[config.mk]
export PLATFORM = sky130hd
export DESIGN_NAME = line_endpoint_sync_flat
export DESIGN_NICKNAME = d
export VERILOG_FILES = /design/src/rtl/line_endpoint_sync_pkg.sv /design/src/rtl/line_endpoint_sync_if.sv /design/src/rtl/line_endpoint_sync_coord_clamp.sv /design/src/rtl/line_endpoint_sync.sv /design/src/flat_wrapper.sv
export SDC_FILE = /design/constraint.sdc
export NUM_CORES = 1
export LEC_CHECK = 0
export ABC_AREA = 1
export CAP_MARGIN = 25
export CORE_MARGIN = 10
export CORE_UTILIZATION = 43
export DETAILED_ROUTE_END_ITERATION = 7
export GPL_TIMING_DRIVEN = 0
export PLACE_DENSITY = 0.76
export SLEW_MARGIN = 20
export SYNTH_ARGS = -nofsm -noshare
export SYNTH_HDL_FRONTEND = slang
export SYNTH_SLANG_ARGS = --single-unit
[constraint.sdc]
create_clock -name clk_in -period 1.4 [get_ports clk_in]
set_input_delay 0.28 -clock clk_in [delete_from_list [all_inputs] [get_ports clk_in]]
set_output_delay 0.28 -clock clk_in [all_outputs]
set_load 0.01 [all_outputs]
[src/rtl/line_endpoint_sync_pkg.sv]
// Shared video package: raster constants, coordinate widths and the line FSM state.
// Imported by the endpoint synchroniser and the sprite modules.
package line_endpoint_sync_pkg;

    localparam int X_W              = 11;
    localparam int Y_W              = 10;
    localparam int CNT_W            = 8;
    localparam int H_ACTIVE_DEFAULT = 1280;
    localparam int V_ACTIVE_DEFAULT = 720;

    typedef enum logic {
        EMPTY = 1'b0,
        LIVE  = 1'b1
    } line_state_t;

    // Saturating increment used by both the drop and miss counters.
    function automatic logic [CNT_W-1:0] sat_inc(input logic [CNT_W-1:0] value,
                                                 input logic [CNT_W-1:0] limit);
        return (value >= limit) ? limit : value + 8'd1;
    endfunction

endpackage

[src/rtl/line_endpoint_sync_if.sv]
// Candidate-endpoint handshake, raster position and committed line endpoints.
// The producer/raster side uses master; the synchroniser uses slave.
interface line_endpoint_sync_if;
    import line_endpoint_sync_pkg::*;

    logic [X_W-1:0]   hcount_in;
    logic [Y_W-1:0]   vcount_in;
    logic [X_W-1:0]   ep_x1_in;
    logic [X_W-1:0]   ep_x2_in;
    logic [Y_W-1:0]   ep_y1_in;
    logic [Y_W-1:0]   ep_y2_in;
    logic             ep_valid_in;
    logic             ep_ready_out;
    logic [X_W-1:0]   x1_out;
    logic [X_W-1:0]   x2_out;
    logic [Y_W-1:0]   y1_out;
    logic [Y_W-1:0]   y2_out;
    logic             line_active_out;
    logic             sprite_rst_out;
    logic [CNT_W-1:0] drop_count_out;

    modport master (
        output hcount_in, vcount_in, ep_x1_in, ep_x2_in, ep_y1_in, ep_y2_in, ep_valid_in,
        input  ep_ready_out, x1_out, x2_out, y1_out, y2_out,
        input  line_active_out, sprite_rst_out, drop_count_out
    );

    modport slave (
        input  hcount_in, vcount_in, ep_x1_in, ep_x2_in, ep_y1_in, ep_y2_in, ep_valid_in,
        output ep_ready_out, x1_out, x2_out, y1_out, y2_out,
        output line_active_out, sprite_rst_out, drop_count_out
    );

endinterface

[src/rtl/line_endpoint_sync_coord_clamp.sv]
// Registered two-axis clamp: on load, stores one (x, y) point limited to the active area.
// rst_n is synchronous and active-low; the stored point returns to the origin.
module coord_clamp
    import line_endpoint_sync_pkg::*;
#(
    parameter logic [X_W-1:0] X_MAX = X_W'(H_ACTIVE_DEFAULT - 1),
    parameter logic [Y_W-1:0] Y_MAX = Y_W'(V_ACTIVE_DEFAULT - 1)
)(
    input  logic           clk,
    input  logic           rst_n,
    input  logic           load,
    input  logic [X_W-1:0] x,
    input  logic [Y_W-1:0] y,
    output logic [X_W-1:0] x_clamped,
    output logic [Y_W-1:0] y_clamped
);

    always_ff @(posedge clk) begin
        if (!rst_n) begin
            x_clamped <= '0;
            y_clamped <= '0;
        end else if (load) begin
            x_clamped <= (x > X_MAX) ? X_MAX : x;
            y_clamped <= (y > Y_MAX) ? Y_MAX : y;
        end
    end

endmodule

[src/rtl/line_endpoint_sync.sv]
// Accepts candidate line endpoints at any time and commits the latest one on the first
// cycle of vertical blanking, deactivating the line after TIMEOUT_FRAMES frames without one.
module line_endpoint_sync
    import line_endpoint_sync_pkg::*;
#(
    parameter int H_ACTIVE       = H_ACTIVE_DEFAULT,
    parameter int V_ACTIVE       = V_ACTIVE_DEFAULT,
    parameter int TIMEOUT_FRAMES = 8
)(
    input logic                 clk_in,
    input logic                 rst_in,
    line_endpoint_sync_if.slave bus
);

    localparam logic [X_W-1:0]   X_MAX      = X_W'(H_ACTIVE - 1);
    localparam logic [Y_W-1:0]   Y_MAX      = Y_W'(V_ACTIVE - 1);
    localparam logic [Y_W-1:0]   V_BOUNDARY = Y_W'(V_ACTIVE);
    localparam logic [CNT_W-1:0] TIMEOUT    = CNT_W'(TIMEOUT_FRAMES);

    logic             transfer;
    logic             boundary;
    logic             commit;
    logic             pending_full;
    logic [X_W-1:0]   pend_x1, pend_x2;
    logic [Y_W-1:0]   pend_y1, pend_y2;
    logic [X_W-1:0]   x1, x2;
    logic [Y_W-1:0]   y1, y2;
    logic [CNT_W-1:0] drop_count;
    logic [CNT_W-1:0] miss;
    logic [CNT_W-1:0] miss_next;
    logic             sprite_rst;
    logic             line_active;
    line_state_t      state, state_next;

    // Ready is simply "out of reset", so no ep_* input can reach an output combinationally.
    assign bus.ep_ready_out = rst_in;
    assign transfer = bus.ep_valid_in && bus.ep_ready_out;
    assign boundary = (bus.hcount_in == '0) && (bus.vcount_in == V_BOUNDARY);
    assign commit   = boundary && pending_full;

    coord_clamp #(.X_MAX(X_MAX), .Y_MAX(Y_MAX)) clamp_p1 (
        .clk(clk_in), .rst_n(rst_in), .load(transfer),
        .x(bus.ep_x1_in), .y(bus.ep_y1_in), .x_clamped(pend_x1), .y_clamped(pend_y1)
    );

    coord_clamp #(.X_MAX(X_MAX), .Y_MAX(Y_MAX)) clamp_p2 (
        .clk(clk_in), .rst_n(rst_in), .load(transfer),
        .x(bus.ep_x2_in), .y(bus.ep_y2_in), .x_clamped(pend_x2), .y_clamped(pend_y2)
    );

    // A transfer on the boundary cycle refills pending as the old value commits; not a drop.
    always_ff @(posedge clk_in) begin
        if (!rst_in) begin
            pending_full <= 1'b0;
            x1           <= '0;
            x2           <= '0;
            y1           <= '0;
            y2           <= '0;
            drop_count   <= '0;
            miss         <= '0;
            sprite_rst   <= 1'b1;
        end else begin
            if (transfer)
                pending_full <= 1'b1;
            else if (commit)
                pending_full <= 1'b0;
            if (commit) begin
                x1 <= pend_x1;
                y1 <= pend_y1;
                x2 <= pend_x2;
                y2 <= pend_y2;
            end
            if (transfer && pending_full && !boundary)
                drop_count <= sat_inc(drop_count, 8'hFF);
            miss       <= miss_next;
            sprite_rst <= commit;
        end
    end

    always_comb begin
        miss_next = miss;
        if (commit)
            miss_next = '0;
        else if (boundary)
            miss_next = sat_inc(miss, TIMEOUT);
    end

    always_ff @(posedge clk_in) begin
        if (!rst_in)
            state <= EMPTY;
        else
            state <= state_next;
    end

    always_comb begin
        state_next = state;
        if (commit)
            state_next = LIVE;
        else if (miss_next == TIMEOUT)
            state_next = EMPTY;
    end

    always_comb begin
        line_active = (state == LIVE);
    end

    assign bus.x1_out          = x1;
    assign bus.x2_out          = x2;
    assign bus.y1_out          = y1;
    assign bus.y2_out          = y2;
    assign bus.line_active_out = line_active;
    assign bus.sprite_rst_out  = sprite_rst;
    assign bus.drop_count_out  = drop_count;

endmodule

[src/flat_wrapper.sv]
// flat-port wrapper written by rule: the top's interface ports become plain ports
module line_endpoint_sync_flat import line_endpoint_sync_pkg::*;
#(
    parameter int H_ACTIVE       = H_ACTIVE_DEFAULT,
    parameter int V_ACTIVE       = V_ACTIVE_DEFAULT,
    parameter int TIMEOUT_FRAMES = 8
)
  (clk_in, rst_in, bus_hcount_in, bus_vcount_in, bus_ep_x1_in, bus_ep_x2_in, bus_ep_y1_in, bus_ep_y2_in, bus_ep_valid_in, bus_ep_ready_out, bus_x1_out, bus_x2_out, bus_y1_out, bus_y2_out, bus_line_active_out, bus_sprite_rst_out, bus_drop_count_out);
  line_endpoint_sync_if bus_i ();
  input logic clk_in;
  input logic rst_in;
  input wire logic [$bits(bus_i.hcount_in)-1:0] bus_hcount_in;
  input wire logic [$bits(bus_i.vcount_in)-1:0] bus_vcount_in;
  input wire logic [$bits(bus_i.ep_x1_in)-1:0] bus_ep_x1_in;
  input wire logic [$bits(bus_i.ep_x2_in)-1:0] bus_ep_x2_in;
  input wire logic [$bits(bus_i.ep_y1_in)-1:0] bus_ep_y1_in;
  input wire logic [$bits(bus_i.ep_y2_in)-1:0] bus_ep_y2_in;
  input wire logic [$bits(bus_i.ep_valid_in)-1:0] bus_ep_valid_in;
  output wire logic [$bits(bus_i.ep_ready_out)-1:0] bus_ep_ready_out;
  output wire logic [$bits(bus_i.x1_out)-1:0] bus_x1_out;
  output wire logic [$bits(bus_i.x2_out)-1:0] bus_x2_out;
  output wire logic [$bits(bus_i.y1_out)-1:0] bus_y1_out;
  output wire logic [$bits(bus_i.y2_out)-1:0] bus_y2_out;
  output wire logic [$bits(bus_i.line_active_out)-1:0] bus_line_active_out;
  output wire logic [$bits(bus_i.sprite_rst_out)-1:0] bus_sprite_rst_out;
  output wire logic [$bits(bus_i.drop_count_out)-1:0] bus_drop_count_out;
  assign bus_i.hcount_in = bus_hcount_in;
  assign bus_i.vcount_in = bus_vcount_in;
  assign bus_i.ep_x1_in = bus_ep_x1_in;
  assign bus_i.ep_x2_in = bus_ep_x2_in;
  assign bus_i.ep_y1_in = bus_ep_y1_in;
  assign bus_i.ep_y2_in = bus_ep_y2_in;
  assign bus_i.ep_valid_in = bus_ep_valid_in;
  assign bus_ep_ready_out = bus_i.ep_ready_out;
  assign bus_x1_out = bus_i.x1_out;
  assign bus_x2_out = bus_i.x2_out;
  assign bus_y1_out = bus_i.y1_out;
  assign bus_y2_out = bus_i.y2_out;
  assign bus_line_active_out = bus_i.line_active_out;
  assign bus_sprite_rst_out = bus_i.sprite_rst_out;
  assign bus_drop_count_out = bus_i.drop_count_out;
  line_endpoint_sync #(.H_ACTIVE(H_ACTIVE), .V_ACTIVE(V_ACTIVE), .TIMEOUT_FRAMES(TIMEOUT_FRAMES)) u_core (.clk_in(clk_in), .rst_in(rst_in), .bus(bus_i));
endmodule
==> impl_metrics.ini, run 1 <==
[cts]
cts_made_buffers = 9
cts_tree = done
clock_latency_ns = 0.38
cts-root-buf = clkbuf_8
cts_hold_buffers = 0
cts.htree.levels = 3
cts_num_sinks = 103
clk_pin_slew_worst_paths_ns = 0.11
cts_buffer_depth = 2

[synthesis]
yosys.area_share.adder_pct = 0.894
ys_ff_latch = 103
synth-xor-area-share_pct = 0.626
syn_inst = 563
avgSynthCellArea_sq_um = 7.46
synth_compound_area_share_pct = 18.0
synth_top_family_by_area = simple AND/OR/NAND/NOR gates
synth_nets = 632
synth_cell_types = 32
yosys_warnings = 0
synth_mux_area_share_pct = 0
synthSimpleGateAreaFrac_pct = 22.5
ys_seq_area_share_pct = 49.1
netlist_area_sq_um = 4200

[pwr]
p_sw_mw = 1.46
p_per_area_nw_per_um2 = 890
p_comb_share_pct = 10.0
p_leak_nw = 2.74
p_int_mw = 3.96
vdd_ir_drop_max_v = 0.000459
pwr-share-seq_pct = 56.7
pwr-share-clk_pct = 33.3
switching_share_pct = 26.9

[die]
dieWidth_microns = 119
die_area_sq_um = 14100
ios = 119
core_sq_um = 9640
die_y_microns = 119
row_count = 36
start_util_pct = 43.6

[critical_path]
cp-start-kind = register
cp-startpoint = u_core.miss[0]$_SDFF_PN0_
rrSetupSlack_ns = 0.02
crit_required_ns = 1.70
critPathArrivalTime_ns = 1.68
crit-reg2reg-launch = u_core.miss[0]$_SDFF_PN0_
r2r-end = u_core.bus.line_active_out$_SDFFE_PN0P_
rr_worst_depth = 8
cp_max_fo = 2
worstSetupPathType = reg -> reg
cp-endpoint = u_core.bus.line_active_out$_SDFFE_PN0P_
critical_path.endpoint_type = register

[global_route]
grt_pass1_wl_mm = 20.0
grt_usage_pct = 17.2
grt_overflow = 0
grt_max_degree = 20
grt_pass1_vias = 4057
antenna_found_initial = 2

[detailed_routing]
drt-initial-drc-count = 263
routed-via-count = 4313
vias_per_cell = 5.05
drc = 0
wl_mm = 13.4
dr.pass1.iters = 6
antenna_left = 0
wire_per_inst_microns = 15.7

[sta]
period_needed_ns = 1.38
grt_setup_unrepaired = yes
relSlewSlack_pct = 59.1
max_freq_ghz = 0.727
setup_viol = 0
worstMarginPinSlew_ns = 0.610
fin_skew_ns = 0.0155
drv_slew = 0
finalHoldViolCount = 0
fin_crit_sh_pct = 98.2

[placement]
gp_congestion = 0.839
dp_hpwl_mm = 9.42
dp.cells = 813
port_buffers = 117
placed_cell_area_sq_um = 5540

[final_layout]
syn2layout_area_growth_pct = 45.0
nets = 783
nFillCells = 874
fin_util_pct = 63.1
final_cell_area_sq_um = 6090
layout.cells.non_filler = 854
drive_gt1_share_pct = 16.6

[flow_run]
maxCapViolations = 0

[worst_hold_path]
hold_path.class = in -> reg

[run_status]
status = completed
cells by family (layout without fill, tap and decap cells):
logic type / after synthesis / count (layout)
other: 0 / 2
adder cells (fa/ha/maj): 3 / 3
XOR/XNOR: 3 / 3
AND/OR/NAND/NOR: 228 / 228
buffers and inverters: 86 / 242
flip-flops: 103 / 103
AO/OA/AOI/OAI: 140 / 140
cells in the mapped netlist, drive strengths merged:
cell | number | area (sq um)
clkinv | 1 | 3.75
nor2 | 136 | 538
o31ai | 2 | 15.0
o221ai | 8 | 70.1
inv | 58 | 218
nor3 | 7 | 35.0
clkbuf | 19 | 71.3
ha | 3 | 37.5
a31o | 1 | 8.76
xor2 | 1 | 8.76
nand2 | 64 | 250
o21bai | 1 | 7.51
a211oi | 2 | 15.0
o2111ai | 1 | 8.76
nand4 | 6 | 37.5
dfxtp | 103 | 2060
a31oi | 3 | 18.8
buf | 8 | 80.1
o211ai | 1 | 7.51
o21ai | 76 | 380
xnor2 | 2 | 17.5
or2 | 2 | 12.5
nand3 | 13 | 70.1
a21oi | 45 | 225
how the worst min path moves through the flow:
| stage | start | endpoint | cells past startpoint |
|---|---|---|---|
| after floorplan | bus_ep_y1_in[7] | u_core.clamp_p1.y_clamped[7]$_SDFFE_PN0P_ | 2 |
| after global placement | u_core.miss[6]$_SDFF_PN0_ | u_core.miss[6]$_SDFF_PN0_ | 2 |
| after detailed placement | u_core.miss[7]$_SDFF_PN0_ | u_core.miss[7]$_SDFF_PN0_ | 2 |
| after CTS | bus_ep_valid_in | u_core.clamp_p1.x_clamped[2]$_SDFFE_PN0P_ | 3 |
| after global routing | bus_ep_valid_in | u_core.clamp_p1.x_clamped[0]$_SDFFE_PN0P_ | 3 |
| final | bus_ep_valid_in | u_core.clamp_p1.x_clamped[2]$_SDFFE_PN0P_ | 3 |
cell type report:
cell class	instances	area [sq um]	share of cell area [%]
Antenna cell	2	5.00	0.0822
Buffer	27	181	2.98
Clock buffer	9	124	2.03
Clock inverter	7	61.3	1.01
Inverter	59	226	3.72
Multi-Input combinational cell	374	1900	31.2
Sequential cell	103	2080	34.1
Tap cell	133	166	2.73
Timing Repair Buffer	140	1350	22.1
power groups by stage:
stage / combinational [mW] / sequential [mW] / clock (mW)
after floorplan: 0.241 / 3.12 / 0
after global placement: 0.517 / 3.13 / 0
after detailed placement: 0.530 / 3.13 / 0
after CTS: 0.518 / 3.06 / 1.81
after global routing: 0.596 / 3.08 / 1.96
final: 0.540 / 3.07 / 1.81
stage by stage:
| stage | TNS [ns] | setup WS, ns | power, mW | hold slack, ns |
|---|---|---|---|---|
| 2_1_floorplan | 0 | 0.0680 | 3.36 | 0.399 |
| 3_3_place_gp | -51.85 | -0.631 | 3.64 | 0.440 |
| 3_5_place_dp | -54.23 | -0.676 | 3.66 | 0.448 |
| 4_1_cts | 0 | 0.000237 | 5.39 | 0.317 |
| 5_1_grt | -0.388 | -0.0728 | 5.63 | 0.329 |
| 6_report | 0 | 0.0246 | 5.42 | 0.322 |
layout by cell type, fill, tap and decap left out, types with 6 or more instances in the layout:
cell / count
dfxtp_2: 9
nand4_1: 6
clkdlybuf4s50_1: 42
nor3_1: 6
a21oi_1: 45
o21ai_0: 53
nand2_1: 55
o221ai_1: 8
clkdlybuf4s15_1: 14
buf_4: 13
clkbuf_2: 8
inv_2: 7
clkbuf_1: 13
buf_6: 9
nor2_2: 11
inv_1: 49
nand3_1: 9
clkbuf_8: 11
o21ai_1: 16
o21ai_2: 7
dfxtp_1: 93
nor2_4: 6
nand2_2: 7
nor2_1: 119
dlygate4sd2_1: 55
worst max-delay path, stage by stage (launching register included):
cell and delay (ns):
dfxtp_2 0.34, ha_1 0.21, nand2_1 0.07, nand4_1 0.09
o21ai_1 0.20, nand2_2 0.12, nand3_2 0.07, o21bai_1 0.07
a21oi_1 0.13
metal layers:
| metal | vias up | global-route usage, % | routed length, microns |
|---|---|---|---|
| met3 | 31 | 3.26 | 737 |
| met2 | 154 | 30.3 | 6820 |
| li1 | 2135 | - | - |
| met1 | 1993 | 19.2 | 5370 |
| met4 | 0 | 9.16 | 459 |
| met5 | - | 0 | 0 |
flip-flops by register name, summed over array words and instances, names as in the netlist, 10 cells and up:
signal                     cells
u_core.bus.y2_out             10
u_core.bus.y1_out             10
u_core.bus.x1_out             11
u_core.clamp_p1.x_clamped     11
u_core.clamp_p1.y_clamped     10
u_core.clamp_p2.y_clamped     10
u_core.bus.x2_out             11
u_core.clamp_p2.x_clamped     11
repair_timing:
item,in CTS,in global routing
setup buffers,10,5
resized for setup,110,83
pin swaps,20,41
cloned,5,3
setup endpoints to repair,142,63
Note: power is estimated with default switching activity, not from simulation.
==> run 2: changes to the inputs <==
--- a/config.mk
+++ b/config.mk
@@ -11,7 +11,7 @@
 export CORE_UTILIZATION = 43
 export DETAILED_ROUTE_END_ITERATION = 7
 export GPL_TIMING_DRIVEN = 0
-export PLACE_DENSITY = 0.76
+export PLACE_DENSITY = 0.74
 export SLEW_MARGIN = 20
 export SYNTH_ARGS = -nofsm -noshare
 export SYNTH_HDL_FRONTEND = slang
==> impl_metrics.ini, run 2 (same netlist as run 1, synthesis figures left out) <==
[run_status]
status = complete, but fails checks
violations = setup timing

[sta]
relSlewSlack_pct = 61.4
finalHoldViolCount = 0
fin_skew_ns = 0.0167
setup_viol = 1
fin_crit_sh_pct = 100
worstMarginPinSlew_ns = 0.575
finalWorstSetupSlack_ns = -0.00354
max_freq_ghz = 0.712
period_needed_ns = 1.40
grt_setup_unrepaired = yes
drv_slew = 0

[detailed_routing]
antenna_left = 0
dr.pass1.iters = 5
wire_per_inst_microns = 15.7
wl_mm = 13.4
drc = 0
vias_per_cell = 5.05
drt-initial-drc-count = 288
routed-via-count = 4311

[global_route]
grt_max_degree = 20
grt_overflow = 0
grt_pass1_wl_mm = 20.6
grt_usage_pct = 17.5
grt_pass1_vias = 4218
antenna_found_initial = 0

[pwr]
p_per_area_nw_per_um2 = 920
p_comb_share_pct = 9.8
p_sw_mw = 1.46
p_leak_nw = 2.75
pwr-share-clk_pct = 35.4
p_int_mw = 4.14
vdd_ir_drop_max_v = 0.000465
pwr-share-seq_pct = 54.9
switching_share_pct = 26.1
power_mw = 5.60

[final_layout]
fin_util_pct = 63.1
final_common_cell = nor2_1
nFillCells = 872
multi_input_area_sq_um = 1970
num_antenna_cells = 0
final_cell_mix = 120 x nor2_1, 94 x dfxtp_1, 55 x nand2_1, 52 x dlygate4sd2_1, 49 x inv_1
drive_gt1_share_pct = 20.0
final_cell_area_sq_um = 6080
syn2layout_area_growth_pct = 44.9
nets = 784
seq_area_sq_um = 2080

[critical_path]
worstSetupPathType = reg -> reg
cp_max_fo = 2
cp-start-kind = register
rrSetupSlack_ns = -0.004
cp-startpoint = u_core.miss[0]$_SDFF_PN0_
crit_required_ns = 1.69
critPathArrivalTime_ns = 1.69
critical_path.endpoint_type = register
crit-reg2reg-launch = u_core.miss[0]$_SDFF_PN0_

[placement]
dp_hpwl_mm = 9.33
placed_cell_area_sq_um = 5540
gp_congestion = 0.853
port_buffers = 117

[cts]
cts_tree = done
clock_latency_ns = 0.37
cts_made_buffers = 9
cts_buffer_depth = 2
cts.htree.levels = 3
cts_num_sinks = 103
cts-root-buf = clkbuf_8
clk_pin_slew_worst_paths_ns = 0.10

[flow_run]
maxCapViolations = 0

[die]
ios = 119
row_count = 36
core_sq_um = 9640
die_area_sq_um = 14100
dieWidth_microns = 119
die_y_microns = 119
start_util_pct = 43.6

[worst_hold_path]
hold_path.class = in -> reg
worst_hold_startpoint = bus_ep_y1_in[9]
run 2: changes by cell type in the layout (fill, tap and decap cells not counted), moves of 3 or more:
cell             change
clkbuf_2            +12
clkbuf_1             +3
o21ai_0              -9
o21ai_2             +11
clkbuf_16            -3
buf_4                +6
buf_6                -3
clkdlybuf4s15_1     -13
dlygate4sd2_1        -3
run 2: final cells by class:
class	count	area share (%)
repair inverters	1	0.123
well taps	133	2.74
repair buffers	140	20.3
inverters	59	3.93
clock buffers	9	2.04
flip-flops and latches	103	34.2
plain buffers	27	2.88
clock inverters	7	1.42
multi-input cells	374	32.4
run 2: power groups by stage:
stage	combinational, mW	clock [mW]	sequential [mW]
after global routing	0.601	2.12	3.08
after floorplan	0.241	0	3.12
after detailed placement	0.531	0	3.13
final	0.547	1.98	3.07
after global placement	0.519	0	3.13
after CTS	0.524	1.98	3.07
run 2: per-layer routing:
metal / share of wire [%] / GRT usage, %
met5: 0 / 0
met4: 1.6 / 5.34
met3: 5.6 / 4.39
met2: 52 / 31.6
met1: 40 / 20.0
run 2: final timing paths:
kind / to / cells after the start
max reg2reg: u_core.bus.line_active_out$_SDFFE_PN0P_ / 8
min: u_core.clamp_p1.y_clamped[9]$_SDFFE_PN0P_ / 3
min reg2reg: u_core.clamp_p1.y_clamped[9]$_SDFFE_PN0P_ / 2
max: u_core.bus.line_active_out$_SDFFE_PN0P_ / 8
run 2: timing repair:
item / CTS / global route
gates cloned: 5 / 0
setup buffers: 14 / 7
pin swaps: 27 / 30
setup endpoints to repair: 140 / 58
resized for setup: 124 / 104
hold buffers: 0 / 0
run 2: through the flow:
stage                     cells  setup slack [ns]  hold WS (ns)  TNS [ns]
after floorplan             563            0.0680         0.399         0
after global placement      813            -0.632         0.440    -52.27
after detailed placement    813            -0.671         0.446    -55.74
after CTS                   848           0.00372         0.317         0
after global routing        853            -0.157         0.239    -0.261
final                       853          -0.00354         0.224  -0.00354
run 2: worst max-delay path, cell delays in order (launching register included):
cell      delay [ns]
dfxtp_2         0.35
ha_1            0.22
nand2_1         0.10
nand4_1         0.14
o21ai_1         0.18
nand2_2         0.09
nand3_2         0.06
o21bai_1        0.06
a21oi_1         0.13
